$ cat config.mk
export PLATFORM = sky130hd
export DESIGN_NAME = chip8_sprite_drawer
export DESIGN_NICKNAME = d
export VERILOG_FILES = /design/src/rtl/chip8_sprite_drawer_pkg.sv /design/src/rtl/chip8_sprite_drawer_mask.sv /design/src/rtl/chip8_sprite_drawer.sv
export SDC_FILE = /design/constraint.sdc
export NUM_CORES = 1
export LEC_CHECK = 0
export ABC_AREA = 1
export BUFFER_PORTS_ARGS = -buffer_cell sky130_fd_sc_hd__buf_2
export CORE_MARGIN = 1.5
export CORE_UTILIZATION = 49
export DETAILED_ROUTE_END_ITERATION = 8
export PLACE_DENSITY = 0.83
export SLEW_MARGIN = 10
export SYNTH_ARGS = -nofsm -noshare
export SYNTH_HDL_FRONTEND = slang
export SYNTH_SLANG_ARGS = --single-unit
export TNS_END_PERCENT = 30
$ cat constraint.sdc
create_clock -name SYS_CLK -period 5.2 [get_ports SYS_CLK]
set_input_delay 0.78 -clock SYS_CLK [delete_from_list [all_inputs] [get_ports SYS_CLK]]
set_output_delay 0.78 -clock SYS_CLK [all_outputs]
set_load 0.05 [all_outputs]
$ cat src/rtl/chip8_sprite_drawer_pkg.sv
// chip8_sprite_drawer_pkg: framebuffer geometry and sprite drawer FSM states
package chip8_sprite_drawer_pkg;
  localparam int SCREEN_W = 64;
  localparam int SCREEN_H = 32;
  localparam int COL_W = $clog2(SCREEN_W);
  localparam int ROW_W = $clog2(SCREEN_H);
  typedef enum logic [2:0] {IDLE, CLEAR, FETCH, MERGE, FINISH} state_t;
endpackage

$ cat src/rtl/chip8_sprite_drawer_mask.sv
// chip8_sprite_drawer_mask: places a sprite byte at column x of a framebuffer row (rotate or clip)
module chip8_sprite_drawer_mask import chip8_sprite_drawer_pkg::*; #(
  parameter int WRAP = 1
) (
  input  logic [7:0]          data,
  input  logic [COL_W-1:0]    x,
  output logic [SCREEN_W-1:0] mask
);
  logic [SCREEN_W-1:0] line;
  logic [COL_W:0]      back;
  assign line = {data, {(SCREEN_W-8){1'b0}}};
  assign back = (COL_W+1)'(SCREEN_W) - {1'b0, x};
  // x=0 gives back=SCREEN_W, so the wrapped part shifts out to zero
  assign mask = (WRAP != 0) ? (line >> x) | (line << back) : line >> x;
endmodule

$ cat src/rtl/chip8_sprite_drawer.sv
// chip8_sprite_drawer: DXYN sprite XOR draw and 00E0 clear over a row-wide framebuffer port
module chip8_sprite_drawer import chip8_sprite_drawer_pkg::*; #(
  parameter int WRAP = 1
) (
  input  logic                SYS_CLK,
  input  logic                RST,
  input  logic                draw_start,
  input  logic                clear_start,
  input  logic [7:0]          x_in,
  input  logic [7:0]          y_in,
  input  logic [3:0]          n_in,
  input  logic [11:0]         i_in,
  output logic [11:0]         mem_addr,
  output logic                mem_rd_en,
  input  logic [7:0]          mem_rdata,
  output logic [ROW_W-1:0]    fb_row,
  output logic                fb_rd_en,
  input  logic [SCREEN_W-1:0] fb_rdata,
  output logic                fb_wr_en,
  output logic [SCREEN_W-1:0] fb_wdata,
  output logic                busy,
  output logic                done,
  output logic                collision
);
  state_t              state;
  logic [3:0]          r, n_q, r_nx;
  logic [COL_W-1:0]    x_q;
  logic [ROW_W-1:0]    y_q;
  logic [11:0]         i_q, addr_nx;
  logic [ROW_W:0]      row_y;
  logic                more, on_screen, fetch_ok, hit;
  logic [SCREEN_W-1:0] mask;
  logic                unused_hi;
  assign unused_hi = ^{x_in[7:COL_W], y_in[7:ROW_W]};
  chip8_sprite_drawer_mask #(.WRAP(WRAP)) u_mask (
    .data(mem_rdata),
    .x   (x_q),
    .mask(mask)
  );
  // Next-row address/row is shared by the start of a draw and every row advance
  always_comb begin
    r_nx      = (state == IDLE) ? 4'd0 : r + 4'd1;
    row_y     = (ROW_W+1)'((state == IDLE) ? y_in[ROW_W-1:0] : y_q) + (ROW_W+1)'(r_nx);
    addr_nx   = ((state == IDLE) ? i_in : i_q) + 12'(r_nx);
    more      = (state == IDLE) ? (n_in != 4'd0) : (r_nx < n_q);
    on_screen = (WRAP != 0) || !row_y[ROW_W];
    fetch_ok  = more && on_screen;
    hit       = |(fb_rdata & mask);
    fb_wdata  = (state == MERGE) ? fb_rdata ^ mask : '0;
  end
  always_ff @(posedge SYS_CLK or posedge RST) begin
    if (RST) begin
      state     <= IDLE;
      r         <= '0;
      n_q       <= '0;
      x_q       <= '0;
      y_q       <= '0;
      i_q       <= '0;
      mem_addr  <= '0;
      mem_rd_en <= 1'b0;
      fb_row    <= '0;
      fb_rd_en  <= 1'b0;
      fb_wr_en  <= 1'b0;
      busy      <= 1'b0;
      done      <= 1'b0;
      collision <= 1'b0;
    end else begin
      mem_rd_en <= 1'b0;
      fb_rd_en  <= 1'b0;
      fb_wr_en  <= 1'b0;
      done      <= 1'b0;
      case (state)
        IDLE: begin
          if (clear_start) begin
            state     <= CLEAR;
            fb_row    <= '0;
            fb_wr_en  <= 1'b1;
            busy      <= 1'b1;
            collision <= 1'b0;
          end else if (draw_start) begin
            x_q       <= x_in[COL_W-1:0];
            y_q       <= y_in[ROW_W-1:0];
            n_q       <= n_in;
            i_q       <= i_in;
            r         <= '0;
            collision <= 1'b0;
            if (fetch_ok) begin
              state     <= FETCH;
              busy      <= 1'b1;
              mem_rd_en <= 1'b1;
              fb_rd_en  <= 1'b1;
              mem_addr  <= addr_nx;
              fb_row    <= row_y[ROW_W-1:0];
            end else begin
              state <= FINISH;
              done  <= 1'b1;
            end
          end
        end
        CLEAR: begin
          if (&fb_row) begin
            state <= FINISH;
            busy  <= 1'b0;
            done  <= 1'b1;
          end else begin
            fb_row   <= fb_row + 1'b1;
            fb_wr_en <= 1'b1;
          end
        end
        FETCH: begin
          state    <= MERGE;
          fb_wr_en <= 1'b1;
        end
        MERGE: begin
          collision <= collision | hit;
          if (fetch_ok) begin
            state     <= FETCH;
            r         <= r_nx;
            mem_rd_en <= 1'b1;
            fb_rd_en  <= 1'b1;
            mem_addr  <= addr_nx;
            fb_row    <= row_y[ROW_W-1:0];
          end else begin
            state <= FINISH;
            busy  <= 1'b0;
            done  <= 1'b1;
          end
        end
        FINISH: state <= IDLE;
        default: state <= IDLE;
      endcase
    end
  end
endmodule

==> results.cfg <==
[run_status]
run_status = finished clean

[pwr]
p_clk_share_pct = 7.8
p_leak_nw = 4.15
pwr-share-comb_pct = 74.4
internal_power_mw = 1.76
p_per_area_nw_per_um2 = 653
switching_share_pct = 60.8
power.share.sequential_pct = 17.9
netSwitchingPower_mw = 2.73
peakVddDrop_v = 0.000455

[logic_synthesis]
ys_warn_count = 0
seq_area_frac_synth_pct = 24.3
synth_top_area_share_pct = 24.3
synthesis.area_per_instance_um2 = 6.53
async_flop_share_pct = 100
synthFlopType = dfrtp_1
synth_edf_count = 0
syn_area_um2 = 5760
synth.most_common_cell = nand2_1
synth_nets = 1072
yosys-top-cells-count = nand2_1, nor2_1, inv_1, ha_1, o21ai_0
yosysTopAreaCell = dfrtp_1
synth-seq-cells = 56
synth_cell_types = 42
synth.top_cells.by_area = dfrtp_1, ha_1, nand2_1, nor2_1, inv_1
syn_inst = 883

[worst_setup_path]
crit_path_top_delay_cell = o21ai_0
path_common_cell = o21ai_0
crit_chain = inv_4 > a21oi_1 > nand2_1 > o21ai_0 > o21ai_0 > o21ai_0 > nor2_1 > ha_1 > inv_1 > nor2_1 > buf_2
slowest_delay_ns = 0.80
r2r-start = x_q[0]$_DFFE_PP0P_
path_delay_family = compound AO/OA/AOI/OAI gates
critPathKind = reg2out
cp-end-kind = primary output
worst-path-buf-inv = 3
crit_path_start_kind = register
worst_ep_arrival_time_ns = 3.17
critPathLaunch = x_q[0]$_DFFE_PP0P_
path_max_fanout = 17
required_ns = 4.42

[timing]
rsz0062_at_grt = no
slew_viol_final = 0
layout_min_cycle_time_ns = 3.95
period_share_pct = 76.0
hold_ws_ns = 0.475
tns_ns = 0
finalSetupViolations = 0
slew_headroom_pct = 28.6
fin_worst_skew_ns = 0.00492
fmax_mhz = 253
final_hold_viol_count = 0
tightestPinTransition_ns = 1.07

[die]
fp-row-count = 39
start_util_pct = 50.3
core_area_um2 = 11500
pin_count = 195
die_w_um = 111
die-area_um2 = 12400
die_y_um = 111

[detailed_routing]
drt_pre_antenna_iters = 5
ant_nets = 0
drt-total-wl_um = 16000
vias = 6181
routed_via_density = 5.19
wire_per_inst_um = 13.5
drtIter0Drc = 532
drc = 0

[placement]
place.gp.congestion = 0.935
io_buffers = 189
post_dp_cell_area_um2 = 6730
place.detailed.hpwl_um = 12900

[layout]
syn_to_final_growth_pct = 19.3
seq_area_um2 = 1400
multi_input_area_um2 = 3700
drive_above_1_share_pct = 21.5
final_util_pct = 60.0
final_area_um2 = 6880
antenna_cells = 0
nFillCells = 1085
fin_nets = 1235

[global_route]
grt_overflow = 0
grt_max_degree = 68
grt_pass1_wl_um = 25600
grt_antenna_before_repair = 1
grt.total_usage_pct = 25.0
grt_pass1_vias = 5328

[clock_tree]
clk_latency_ns = 0.29
clockBufferDepth = 2
tritoncts = done
htree_levels = 2
cts_setup_buffers = 0
holdBufCountCts = 0
ctsResizeCount = 0
root_buffer = clkbuf_16
clock-sinks = 56
clk_pin_slew_ns = 0.07
cts_buffers = 5

[worst_hold_path]
hold_class = reg2reg
hold_start = mem_addr[11]$_DFFE_PP0P_

[flow_run]
maxCapViolCount = 0
## worst paths after layout
path	endpoint	slack (ns)	depth (start not counted)
max	fb_wdata[53]	1.25	11
min	mem_addr[11]$_DFFE_PP0P_	0.48	2
max reg2reg	collision$_DFFE_PP0P_	1.79	14
min reg2reg	mem_addr[11]$_DFFE_PP0P_	0.48	2
max in group asynchronous	y_q[3]$_DFFE_PP0P_	4.06	3
min in group asynchronous	mem_addr[7]$_DFFE_PP0P_	0.67	3
## worst min-delay path, cell delays in order, from the launching register on
cell and delay [ns]:
dfrtp_1 0.34, nand2_1 0.05, nand2_1 0.05
## registers in the layout, indices dropped and copies added (netlist names)
register,count
i_q,12
mem_addr,12
x_q,6
fb_row,5
y_q,5
n_q,4
r,4
state,3
busy,1
collision,1
done,1
fb_rd_en,1
fb_wr_en,1
## power by group through the flow
stage / sequential, mW / clock (mW) / combinational [mW]
floorplan: 0.989 / 0 / 2.40
global placement: 0.800 / 0 / 3.25
detailed placement: 0.806 / 0 / 3.30
CTS: 0.798 / 0.357 / 3.32
global route: 0.831 / 0.372 / 3.71
finish: 0.803 / 0.348 / 3.34
## routing by layer
metal	vias up	global-route usage (%)	share of wire, %
met5	-	0	0.081
met4	2	5.82	1.8
met3	26	3.59	7.6
met2	237	41.5	47
met1	2755	34.6	44
li1	3161	-	-
## layout make-up
| class | instances | share of cell area [%] |
|---|---|---|
| clock buffers | 6 | 2.02 |
| clock inverters | 2 | 0.200 |
| inverters | 128 | 7.09 |
| multi-input cells | 665 | 53.8 |
| flip-flops and latches | 56 | 20.4 |
| well taps | 143 | 2.60 |
| repair buffers | 190 | 13.9 |
## stage by stage
step | std cells | power, mW | setup slack [ns]
3_3_place_gp | 1182 | 4.05 | 1.33
2_1_floorplan | 883 | 3.39 | 1.81
4_1_cts | 1190 | 4.47 | 1.32
5_1_grt | 1190 | 4.92 | 0.982
3_5_place_dp | 1182 | 4.11 | 1.33
6_report | 1190 | 4.49 | 1.25
## cell families after synthesis
logic type / count (synthesis) / synth area share (%)
simple gates: 441 / 31.8
buf+inv: 162 / 11.4
fa+ha+maj: 81 / 17.8
compound gates: 131 / 12.8
flops: 56 / 24.3
xor+xnor: 12 / 1.82
## layout by cell type (no fill, tap or decap), types with 2 or more instances in the layout
| cell | instances |
|---|---|
| o21ai_2 | 5 |
| a21oi_1 | 17 |
| o21ai_0 | 68 |
| nor2_2 | 3 |
| nor2_4 | 2 |
| a31oi_1 | 8 |
| buf_2 | 189 |
| ha_1 | 79 |
| o211ai_1 | 2 |
| nand3_1 | 33 |
| o21ai_1 | 15 |
| clkbuf_16 | 5 |
| fa_1 | 2 |
| nand2_4 | 2 |
| nor4_1 | 17 |
| dfrtp_1 | 56 |
| nand4_1 | 6 |
| nor2_1 | 148 |
| xnor2_1 | 5 |
| xor2_1 | 7 |
| inv_2 | 4 |
| inv_1 | 119 |
| nor3_1 | 4 |
| nand2_2 | 3 |
| nand2_1 | 216 |
| or2_2 | 2 |
| o22ai_1 | 8 |
| o32ai_1 | 3 |
| nand3b_1 | 3 |
| clkinv_1 | 3 |
Power figures use the tool's default switching activity.
